--- src/rtl/ov7670_capture_ctrl_if.sv ---
// Signal bundle between the OV7670 capture controller and its surroundings:
// camera byte stream and syncs, software control, and the pixel write port.
interface ov7670_capture_ctrl_if #(
    parameter int ADDR_W = 19
);
    logic [7:0]        D;
    logic              HREF;
    logic              VSYNC;
    logic              START;
    logic              ABORT;
    logic              CONTINUOUS;
    logic              o_WE;
    logic [ADDR_W-1:0] o_ADDR;
    logic [15:0]       o_DATA;
    logic              o_BUSY;
    logic              o_FRAME_DONE;
    logic              o_LINE_ERR;
    logic [7:0]        o_FRAME_CNT;

    // Camera/software side: drives the stream and control, receives writes.
    modport master (
        output D, HREF, VSYNC, START, ABORT, CONTINUOUS,
        input  o_WE, o_ADDR, o_DATA, o_BUSY, o_FRAME_DONE, o_LINE_ERR, o_FRAME_CNT
    );

    // Controller side.
    modport slave (
        input  D, HREF, VSYNC, START, ABORT, CONTINUOUS,
        output o_WE, o_ADDR, o_DATA, o_BUSY, o_FRAME_DONE, o_LINE_ERR, o_FRAME_CNT
    );
endinterface

--- src/rtl/ov7670_capture_ctrl.sv ---
// OV7670 frame-capture controller (PCLK domain). Aligns to a VSYNC falling
// edge, pairs RGB565 bytes into pixels, writes each at row*H_PIXELS+col and
// flags line/frame geometry errors.
//
// state     | meaning
// ----------+------------------------------------------------------------
// S_IDLE    | disarmed, waiting for START
// S_WAIT_VS | armed, waiting for VSYNC falling edge (frame start)
// S_CAPTURE | pairing bytes and issuing pixel writes
// S_DONE    | one-cycle end-of-frame, frame-done pulse visible
module ov7670_capture_ctrl #(
    parameter int H_PIXELS = 640,
    parameter int V_LINES  = 480,
    parameter int ADDR_W   = 19
) (
    input  logic                  PCLK,
    input  logic                  RST,
    ov7670_capture_ctrl_if.slave  bus
);
    localparam int COL_W = $clog2(H_PIXELS + 1);
    localparam int ROW_W = $clog2(V_LINES + 1);
    localparam logic [COL_W-1:0]  COL_MAX   = COL_W'(H_PIXELS);
    localparam logic [ROW_W-1:0]  ROW_MAX   = ROW_W'(V_LINES);
    localparam logic [ROW_W-1:0]  ROW_LAST  = ROW_W'(V_LINES - 1);
    localparam logic [ADDR_W-1:0] LINE_STEP = ADDR_W'(H_PIXELS);

    typedef enum logic [1:0] {
        S_IDLE,
        S_WAIT_VS,
        S_CAPTURE,
        S_DONE
    } state_t;

    state_t            state_q, state_d;
    logic              vs_q, vs_d;
    logic              href_q, href_d;
    logic [COL_W-1:0]  col_q, col_d;
    logic [ROW_W-1:0]  row_q, row_d;
    logic [ADDR_W-1:0] base_q, base_d;
    logic              phase_q, phase_d;
    logic [7:0]        hi_q, hi_d;
    logic              we_q, we_d;
    logic [ADDR_W-1:0] addr_q, addr_d;
    logic [15:0]       data_q, data_d;
    logic              done_q, done_d;
    logic              err_q, err_d;
    logic [7:0]        cnt_q, cnt_d;

    logic vs_fall, vs_rise, href_fall;

    assign vs_fall   = vs_q & ~bus.VSYNC;
    assign vs_rise   = ~vs_q & bus.VSYNC;
    assign href_fall = href_q & ~bus.HREF;

    // Next-state and datapath decode; ABORT is applied last so it overrides everything.
    always_comb begin
        state_d = state_q;
        vs_d    = bus.VSYNC;
        href_d  = bus.HREF;
        col_d   = col_q;
        row_d   = row_q;
        base_d  = base_q;
        phase_d = phase_q;
        hi_d    = hi_q;
        we_d    = 1'b0;
        addr_d  = addr_q;
        data_d  = data_q;
        done_d  = 1'b0;
        err_d   = err_q;
        cnt_d   = cnt_q;

        unique case (state_q)
            S_IDLE: begin
                if (bus.START) begin
                    state_d = S_WAIT_VS;
                    err_d   = 1'b0;
                end
            end
            S_WAIT_VS: begin
                if (vs_fall) begin
                    state_d = S_CAPTURE;
                    col_d   = '0;
                    row_d   = '0;
                    base_d  = '0;
                    phase_d = 1'b0;
                end
            end
            S_CAPTURE: begin
                if (vs_rise) begin
                    // An unfinished line (HREF still high) makes the frame short.
                    if ((row_q != ROW_MAX) || bus.HREF) begin
                        err_d = 1'b1;
                    end
                    state_d = S_DONE;
                    done_d  = 1'b1;
                    cnt_d   = cnt_q + 8'd1;
                end else if (bus.HREF) begin
                    phase_d = ~phase_q;
                    if (!phase_q) begin
                        hi_d = bus.D;
                    end else begin
                        if ((col_q < COL_MAX) && (row_q < ROW_MAX)) begin
                            we_d   = 1'b1;
                            addr_d = base_q + ADDR_W'(col_q);
                            data_d = {hi_q, bus.D};
                        end else begin
                            err_d = 1'b1;
                        end
                        if (col_q != COL_MAX) begin
                            col_d = col_q + COL_W'(1);
                        end
                    end
                end else if (href_fall) begin
                    if ((col_q != COL_MAX) || phase_q) begin
                        err_d = 1'b1;
                    end
                    col_d   = '0;
                    phase_d = 1'b0;
                    if (row_q != ROW_MAX) begin
                        row_d = row_q + ROW_W'(1);
                    end
                    // Base tracks row*H_PIXELS and stops at the last line's base.
                    if (row_q < ROW_LAST) begin
                        base_d = base_q + LINE_STEP;
                    end
                end
            end
            S_DONE: begin
                state_d = bus.CONTINUOUS ? S_WAIT_VS : S_IDLE;
            end
            default: begin
                state_d = S_IDLE;
            end
        endcase

        if (bus.ABORT) begin
            state_d = S_IDLE;
            we_d    = 1'b0;
            addr_d  = addr_q;
            data_d  = data_q;
            done_d  = 1'b0;
            err_d   = err_q;
            cnt_d   = cnt_q;
        end
    end

    // State and registered outputs, asynchronously cleared.
    always_ff @(posedge PCLK or posedge RST) begin
        if (RST) begin
            state_q <= S_IDLE;
            vs_q    <= 1'b0;
            href_q  <= 1'b0;
            col_q   <= '0;
            row_q   <= '0;
            base_q  <= '0;
            phase_q <= 1'b0;
            hi_q    <= '0;
            we_q    <= 1'b0;
            addr_q  <= '0;
            data_q  <= '0;
            done_q  <= 1'b0;
            err_q   <= 1'b0;
            cnt_q   <= '0;
        end else begin
            state_q <= state_d;
            vs_q    <= vs_d;
            href_q  <= href_d;
            col_q   <= col_d;
            row_q   <= row_d;
            base_q  <= base_d;
            phase_q <= phase_d;
            hi_q    <= hi_d;
            we_q    <= we_d;
            addr_q  <= addr_d;
            data_q  <= data_d;
            done_q  <= done_d;
            err_q   <= err_d;
            cnt_q   <= cnt_d;
        end
    end

    assign bus.o_WE         = we_q;
    assign bus.o_ADDR       = addr_q;
    assign bus.o_DATA       = data_q;
    assign bus.o_BUSY       = (state_q != S_IDLE);
    assign bus.o_FRAME_DONE = done_q;
    assign bus.o_LINE_ERR   = err_q;
    assign bus.o_FRAME_CNT  = cnt_q;
endmodule
--- src/flat_wrapper.sv ---
// flat-port wrapper written by rule: the top's interface ports become plain ports
module ov7670_capture_ctrl_flat 
#(
    parameter int H_PIXELS = 640,
    parameter int V_LINES  = 480,
    parameter int ADDR_W   = 19
)
  (PCLK, RST, bus_D, bus_HREF, bus_VSYNC, bus_START, bus_ABORT, bus_CONTINUOUS, bus_o_WE, bus_o_ADDR, bus_o_DATA, bus_o_BUSY, bus_o_FRAME_DONE, bus_o_LINE_ERR, bus_o_FRAME_CNT);
  ov7670_capture_ctrl_if #(.ADDR_W(ADDR_W)) bus_i ();
  input  logic PCLK;
  input  logic RST;
  input wire logic [$bits(bus_i.D)-1:0] bus_D;
  input wire logic [$bits(bus_i.HREF)-1:0] bus_HREF;
  input wire logic [$bits(bus_i.VSYNC)-1:0] bus_VSYNC;
  input wire logic [$bits(bus_i.START)-1:0] bus_START;
  input wire logic [$bits(bus_i.ABORT)-1:0] bus_ABORT;
  input wire logic [$bits(bus_i.CONTINUOUS)-1:0] bus_CONTINUOUS;
  output wire logic [$bits(bus_i.o_WE)-1:0] bus_o_WE;
  output wire logic [$bits(bus_i.o_ADDR)-1:0] bus_o_ADDR;
  output wire logic [$bits(bus_i.o_DATA)-1:0] bus_o_DATA;
  output wire logic [$bits(bus_i.o_BUSY)-1:0] bus_o_BUSY;
  output wire logic [$bits(bus_i.o_FRAME_DONE)-1:0] bus_o_FRAME_DONE;
  output wire logic [$bits(bus_i.o_LINE_ERR)-1:0] bus_o_LINE_ERR;
  output wire logic [$bits(bus_i.o_FRAME_CNT)-1:0] bus_o_FRAME_CNT;
  assign bus_i.D = bus_D;
  assign bus_i.HREF = bus_HREF;
  assign bus_i.VSYNC = bus_VSYNC;
  assign bus_i.START = bus_START;
  assign bus_i.ABORT = bus_ABORT;
  assign bus_i.CONTINUOUS = bus_CONTINUOUS;
  assign bus_o_WE = bus_i.o_WE;
  assign bus_o_ADDR = bus_i.o_ADDR;
  assign bus_o_DATA = bus_i.o_DATA;
  assign bus_o_BUSY = bus_i.o_BUSY;
  assign bus_o_FRAME_DONE = bus_i.o_FRAME_DONE;
  assign bus_o_LINE_ERR = bus_i.o_LINE_ERR;
  assign bus_o_FRAME_CNT = bus_i.o_FRAME_CNT;
  ov7670_capture_ctrl #(.H_PIXELS(H_PIXELS), .V_LINES(V_LINES), .ADDR_W(ADDR_W)) u_core (.PCLK(PCLK), .RST(RST), .bus(bus_i));
endmodule
--- config.mk ---
export PLATFORM = sky130hd
export DESIGN_NAME = ov7670_capture_ctrl_flat
export DESIGN_NICKNAME = d
export VERILOG_FILES = /design/src/rtl/ov7670_capture_ctrl_if.sv /design/src/rtl/ov7670_capture_ctrl.sv /design/src/flat_wrapper.sv
export SDC_FILE = /design/constraint.sdc
export NUM_CORES = 1
export LEC_CHECK = 0
export ABC_CLOCK_PERIOD_IN_PS = 3400
export CAP_MARGIN = 0
export CORE_MARGIN = 2
export CORE_UTILIZATION = 35
export DETAILED_ROUTE_END_ITERATION = 10
export PLACE_DENSITY = 0.52
export RECOVER_POWER = 100
export SLEW_MARGIN = 10
export SYNTH_ARGS = -nofsm -noshare
export SYNTH_HDL_FRONTEND = slang
export SYNTH_SLANG_ARGS = --single-unit
--- constraint.sdc ---
create_clock -name PCLK -period 3.4 [get_ports PCLK]
set_input_delay 0.68 -clock PCLK [delete_from_list [all_inputs] [get_ports PCLK]]
set_output_delay 0.68 -clock PCLK [all_outputs]
set_load 0.01 [all_outputs]
# Yosys cells after proc, flatten, opt, wreduce, memory -nomap -nowiden
# Cells that the tools add are included.
[word_totals] word_cells=118 output_inout_bits=47 inputBits=15 regBits=97
[classes] n_lt_le_gt_ge=3 muxes=48 bitwise=9 n_reduce_logical=16 eq_ne=23 n_addsub=5
[ops] op="19-bit 2-to-1 mux" count=5
[ops] op="10-bit 2-to-1 mux" count=6
[ops] op="9-bit 2-to-1 mux" count=5
[ops] op="19-bit one-hot mux with 2 select lines" count=1
[ops] op="6-bit AND reduction" count=4
[ops] op="1-bit 2-to-1 mux" count=22
[ops] op="10-bit one-hot mux with 2 select lines" count=1
[ops] op="19-bit by 10-bit adder with 19-bit output" count=1
[ops] op="19-bit by 10-bit adder with 19-bit output (second input constant)" count=1
[ops] op="9-bit less-than comparator (second input constant)" count=2
[ops] op="9-bit one-hot mux with 2 select lines" count=1
[ops] op="3-bit by 2-bit != test with 1-bit output (second input constant)" count=5
[ops] op="4-bit by 2-bit != test with 1-bit output (second input constant)" count=3
[ops] op="10-bit by 1-bit adder with 10-bit output (second input constant)" count=1
[ops] op="10-bit less-than comparator (second input constant)" count=1
[ops] op="10-bit != test (second input constant)" count=1
[ops] op="9-bit by 1-bit adder with 9-bit output (second input constant)" count=1
[ops] op="9-bit != test (second input constant)" count=1
[ops] op="8-bit by 1-bit adder with 8-bit output (second input constant)" count=1
[ops] op="2-bit 2-to-1 mux" count=4
[ops] op="2-bit by 1-bit != test with 1-bit output (second input constant)" count=4
[ops] op="2-bit one-hot mux with 4 select lines" count=1
[ops] op="4-bit AND reduction" count=2
[ops] op="8-bit AND reduction" count=1
[ops] op="other kinds (13)" count=29

# Logic depth before layout (Yosys ltp)
[logic_depth] depth_word=8 ltp_mapped=9 depth_no_buf=7

# Worst setup path before layout
# OpenSTA, ideal clock, no wires.
[synth_path] kind="input port to flip-flop" start="input port bus_VSYNC" end="register u_core.addr_q[0] (netlist: u_core.bus.o_ADDR[0])" arrival_ns=2.036 setup_slack_ns=1.240 required_ns=3.275 setup_time_ns=0.125 cell_stages=6 cell_sequence="nor2b_1 -> buf_2 -> nor4_1 -> buf_2 -> buf_2 -> mux2_2"
[synth_between] elab_chain_cells=3
[synth_rtl] element="start, declared" line="flat_wrapper.sv:14" text="input wire logic [$bits(bus_i.VSYNC)-1:0] bus_VSYNC;"
[synth_rtl] element="1-bit bitwise AND" line="ov7670_capture_ctrl.sv:52" text="assign vs_rise = ~vs_q & bus.VSYNC;"
[synth_rtl] element="1-bit inverter (no line)"
[synth_rtl] element="6-bit AND reduction (no line)"
[synth_rtl] element="end signal, assigned" line="ov7670_capture_ctrl.sv:174" text="addr_q <= addr_d;"
[synth_rtl] element="end, declared" line="ov7670_capture_ctrl.sv:43" text="logic [ADDR_W-1:0] addr_q, addr_d;"
# No other way between the ends.
# A chain may end at the register's enable or synchronous reset.

# Final worst setup path
[layout_path] start="input port bus_VSYNC" end="register u_core.col_q[8]"
[layout_between] elab_chain_cells=4 elab_cells_between_ends=6 cone_classes="eq/ne (2); bitwise (3); reduce/logical (1)"
[layout_rtl] element="1-bit inverter" line="ov7670_capture_ctrl.sv:51" text="assign vs_fall = vs_q & ~bus.VSYNC;"
[layout_rtl] element="1-bit bitwise AND" line="ov7670_capture_ctrl.sv:51"
[layout_rtl] element="2-bit by 1-bit != test with 1-bit output (no line)"
[layout_rtl] element="6-bit AND reduction (no line) *"
[layout_rtl] element="end signal, assigned" line="ov7670_capture_ctrl.sv:168" text="col_q <= col_d;"
[layout_rtl] element="end, declared" line="ov7670_capture_ctrl.sv:37" text="logic [COL_W-1:0] col_q, col_d;"
# Every way passes the cells marked *; elsewhere a longest branch is shown, timed or not.

==> metrics <==
n_diodes 0; initial antenna violation count 0; Port Buf Inserts 61; mean post-synth cell area 10.54 um2; core area 12670 um2; count of cell types in the netlist 55; via density per instance 5.152; Mapped Area 4563 um2; IO Pins 62; Initial Util 0.3601; Cell Pwr Density 610.1 nW/um2; total of max-cap violations 1; Synth Warn # 0; shortest period the worst path allows 2.726 ns; DR WL/cell 14.93 um; delay-heaviest family, CP compound AO/OA/AOI/OAI gates; Hold WS 0.4837 ns; crit path DAT 2.99 ns; Slew HR -0.1515; # nets final 519; status finished with violations; Post-synth ARST share 1.000; total gr overflow 0; CP max-delay cell or4_1; final period utilization 0.8018; Clock transition at path regs 0.06 ns; combinational cell fraction of total power 0.297; number of buffers created by CTS 9; gr usage total 0.1526; FMAX 0.3668 GHz; vias 3431; Die Span X 118.2 um; CTS H-tree depth 3; CP Cell Sequence dlygate4sd3_1, nor2b_1, o21ai_0, o211ai_2, or4_1, a21oi_1; routability cong. 0.8083; Int Pwr 2.280 mW; CTS resizes 0; Buf+Inv Stages, Crit Path 1; sequential share of the synthesized area 0.4936; worst-case clock buffer depth 2; Area Overhead vs Synth 22.87%; CP Launch Point bus_VSYNC; clock power share 0.298; Req. time, crit path 3.67 ns; post-CTS repair timing setup buffer count 0; failing checks capacitance limit, slew limit; Die Y 118.2 um; Static Leak 2.551 nW; Flop pwr share 0.404; post-synthesis register bit count 90; TritonCTS clock tree done; DRC viols 0; # hold bufs at CTS 0; startpoint types input port; Worst VDD drop 296.8 uV; largest net degree at the start of global routing 54; Setup-failing EPs final 0; 1st-iter DRT viols 172; Final Slew Violations 38; M1 WL 4853 um; Final Hold Vio Count 0; clk sinks 90; Final Skew 0.007292 ns; Syn Inst Count 433; Worst Hold Class flop to flop; antenna viol nets, final 0; wire length of the first global-routing pass 17130 um; Pre-antenna DRT Iters 4; layout cells sized above 1 0.1316; beginning of the worst register-to-register path u_core.state_q[0]$_DFFE_PP0P_; crit end category flop; most common cell after layout, fill and taps aside dfrtp_1; Root Driver clkbuf_16; later-pin clock latency in the skew report 0.35 ns; Worst-Margin Slew 1.718 ns; Largest stage delay, worst path 0.59 ns; critical hold path startpoint u_core.bus.o_FRAME_CNT[7]$_DFFE_PP0P_; Mapped Nets 463; metal2 WL 4377 um; Crit Path Class input port to flop; vias in the first global route 3395; top layer in use met4; most frequent cells in the layout 90 x dfrtp_1, 50 x dlygate4sd3_1, 37 x a21oi_1; CP max FO 20; drt total wl 9941 um; sw frac 0.3336; Final HPWL DP 6982 um; Die ar. 13970 um2; row count 41; Detail Route met3 WL 514 um; final setup TNS 0 ns; Net Sw Power 1.141 mW; Post-synth EDFFs 0; Top FF cell, synth dfrtp_1; RSZ-0062 raised after global routing false
[power groups by stage]
stage | Clock (mW) | Combinational (mW) | Sequential, mW
6_report | 1.02 | 1.02 | 1.38
3_3_place_gp | 0 | 1.07 | 1.41
3_5_place_dp | 0 | 1.08 | 1.41
4_1_cts | 1.05 | 1.09 | 1.39
5_1_grt | 1.10 | 1.15 | 1.42
2_1_floorplan | 0 | 0.700 | 1.42
[worst register-to-register path, stage by stage, from the launching register on]
cell,delay (ns)
dfrtp_1,0.40
inv_1,0.15
ha_1,0.29
nand2_1,0.20
nor4_1,0.54
buf_12,0.31
mux2_2,0.37
[state kept, by name (all words and copies together), names as in the netlist, 2 cells and up]
name	flops
u_core.state_q	2
u_core.bus.o_FRAME_CNT	8
u_core.bus.o_DATA	16
u_core.bus.o_ADDR	19
u_core.base_q	12
u_core.col_q	10
u_core.hi_q	8
u_core.row_q	9
[Yosys cell counts (7+ instances only)]
cell type  instances  share of area
a21oi_1           33          0.036
buf_2             10          0.011
clkbuf_1           7         0.0058
dfrtp_1           90           0.49
ha_1              15          0.041
inv_1             13          0.011
mux2_2            34          0.084
nand2_1           26          0.021
nand3_1           19          0.021
nand4_1           12          0.016
nor2_1            29          0.024
o21ai_0           23          0.025
o21ai_1            7         0.0077
or3_1              9          0.012
xnor2_1           13          0.025
xor2_1             9          0.017
[area by class of cell]
| class | count | area, um2 |
|---|---|---|
| clock buffer | 11 | 242.7 |
| clock inverter | 5 | 63.81 |
| fill | 1233 | 7064 |
| multi-input combinational | 309 | 2117 |
| timing repair buffer | 66 | 665.6 |
| inverter | 13 | 50.05 |
| tap | 172 | 215.2 |
| sequential | 90 | 2252 |
[through the flow]
step | utilization | cell area, um2 | power [mW] | cells | worst slack, ns
global route | 0.4425 | 5607 | 3.667 | 666 | 0.5021
global placement | 0.4206 | 5329 | 2.478 | 650 | 0.5766
CTS | 0.4448 | 5635 | 3.531 | 666 | 0.8231
detailed placement | 0.4206 | 5329 | 2.493 | 650 | 0.4370
finish | 0.4425 | 5607 | 3.421 | 666 | 0.6739
floorplan | - | 4563 | 2.120 | 433 | 0.3847
[cells by family after synthesis]
kind of cell               Yosys count  synth area share
xor gates and xnor gates            22           0.04223
adders and majority gates           15           0.04113
buffers and inverters               34           0.03921
AOI/OAI and AO/OA                  102            0.1418
other                                1         0.0008218
muxes                               37           0.09049
and+or+nand+nor                    132            0.1508
DFF                                 90            0.4936
[layer usage]
layer | up-vias | global-route usage
met5 | - | 0
met4 | 0 | 0.06777
met3 | 12 | 0.03716
met2 | 88 | 0.2254
met1 | 1652 | 0.2118
li1 | 1679 | -
[worst paths after layout]
path | cells past startpoint | slack, ns | endpoint
worst max register to register | 6 | 1.02 | u_core.bus.o_ADDR[1]$_DFFE_PP0P_
max in group asynchronous | 3 | 1.27 | u_core.row_q[2]$_DFFE_PP0P_
worst min-delay path | 1 | 0.48 | u_core.bus.o_FRAME_CNT[7]$_DFFE_PP0P_
worst max-delay path | 6 | 0.67 | u_core.col_q[8]$_DFFE_PP0P_
worst min register to register | 1 | 0.48 | u_core.bus.o_FRAME_CNT[7]$_DFFE_PP0P_
min in group asynchronous | 2 | 1.20 | u_core.bus.o_DATA[7]$_DFFE_PP0P_
No activity file was read; power rests on OpenSTA's default activity.
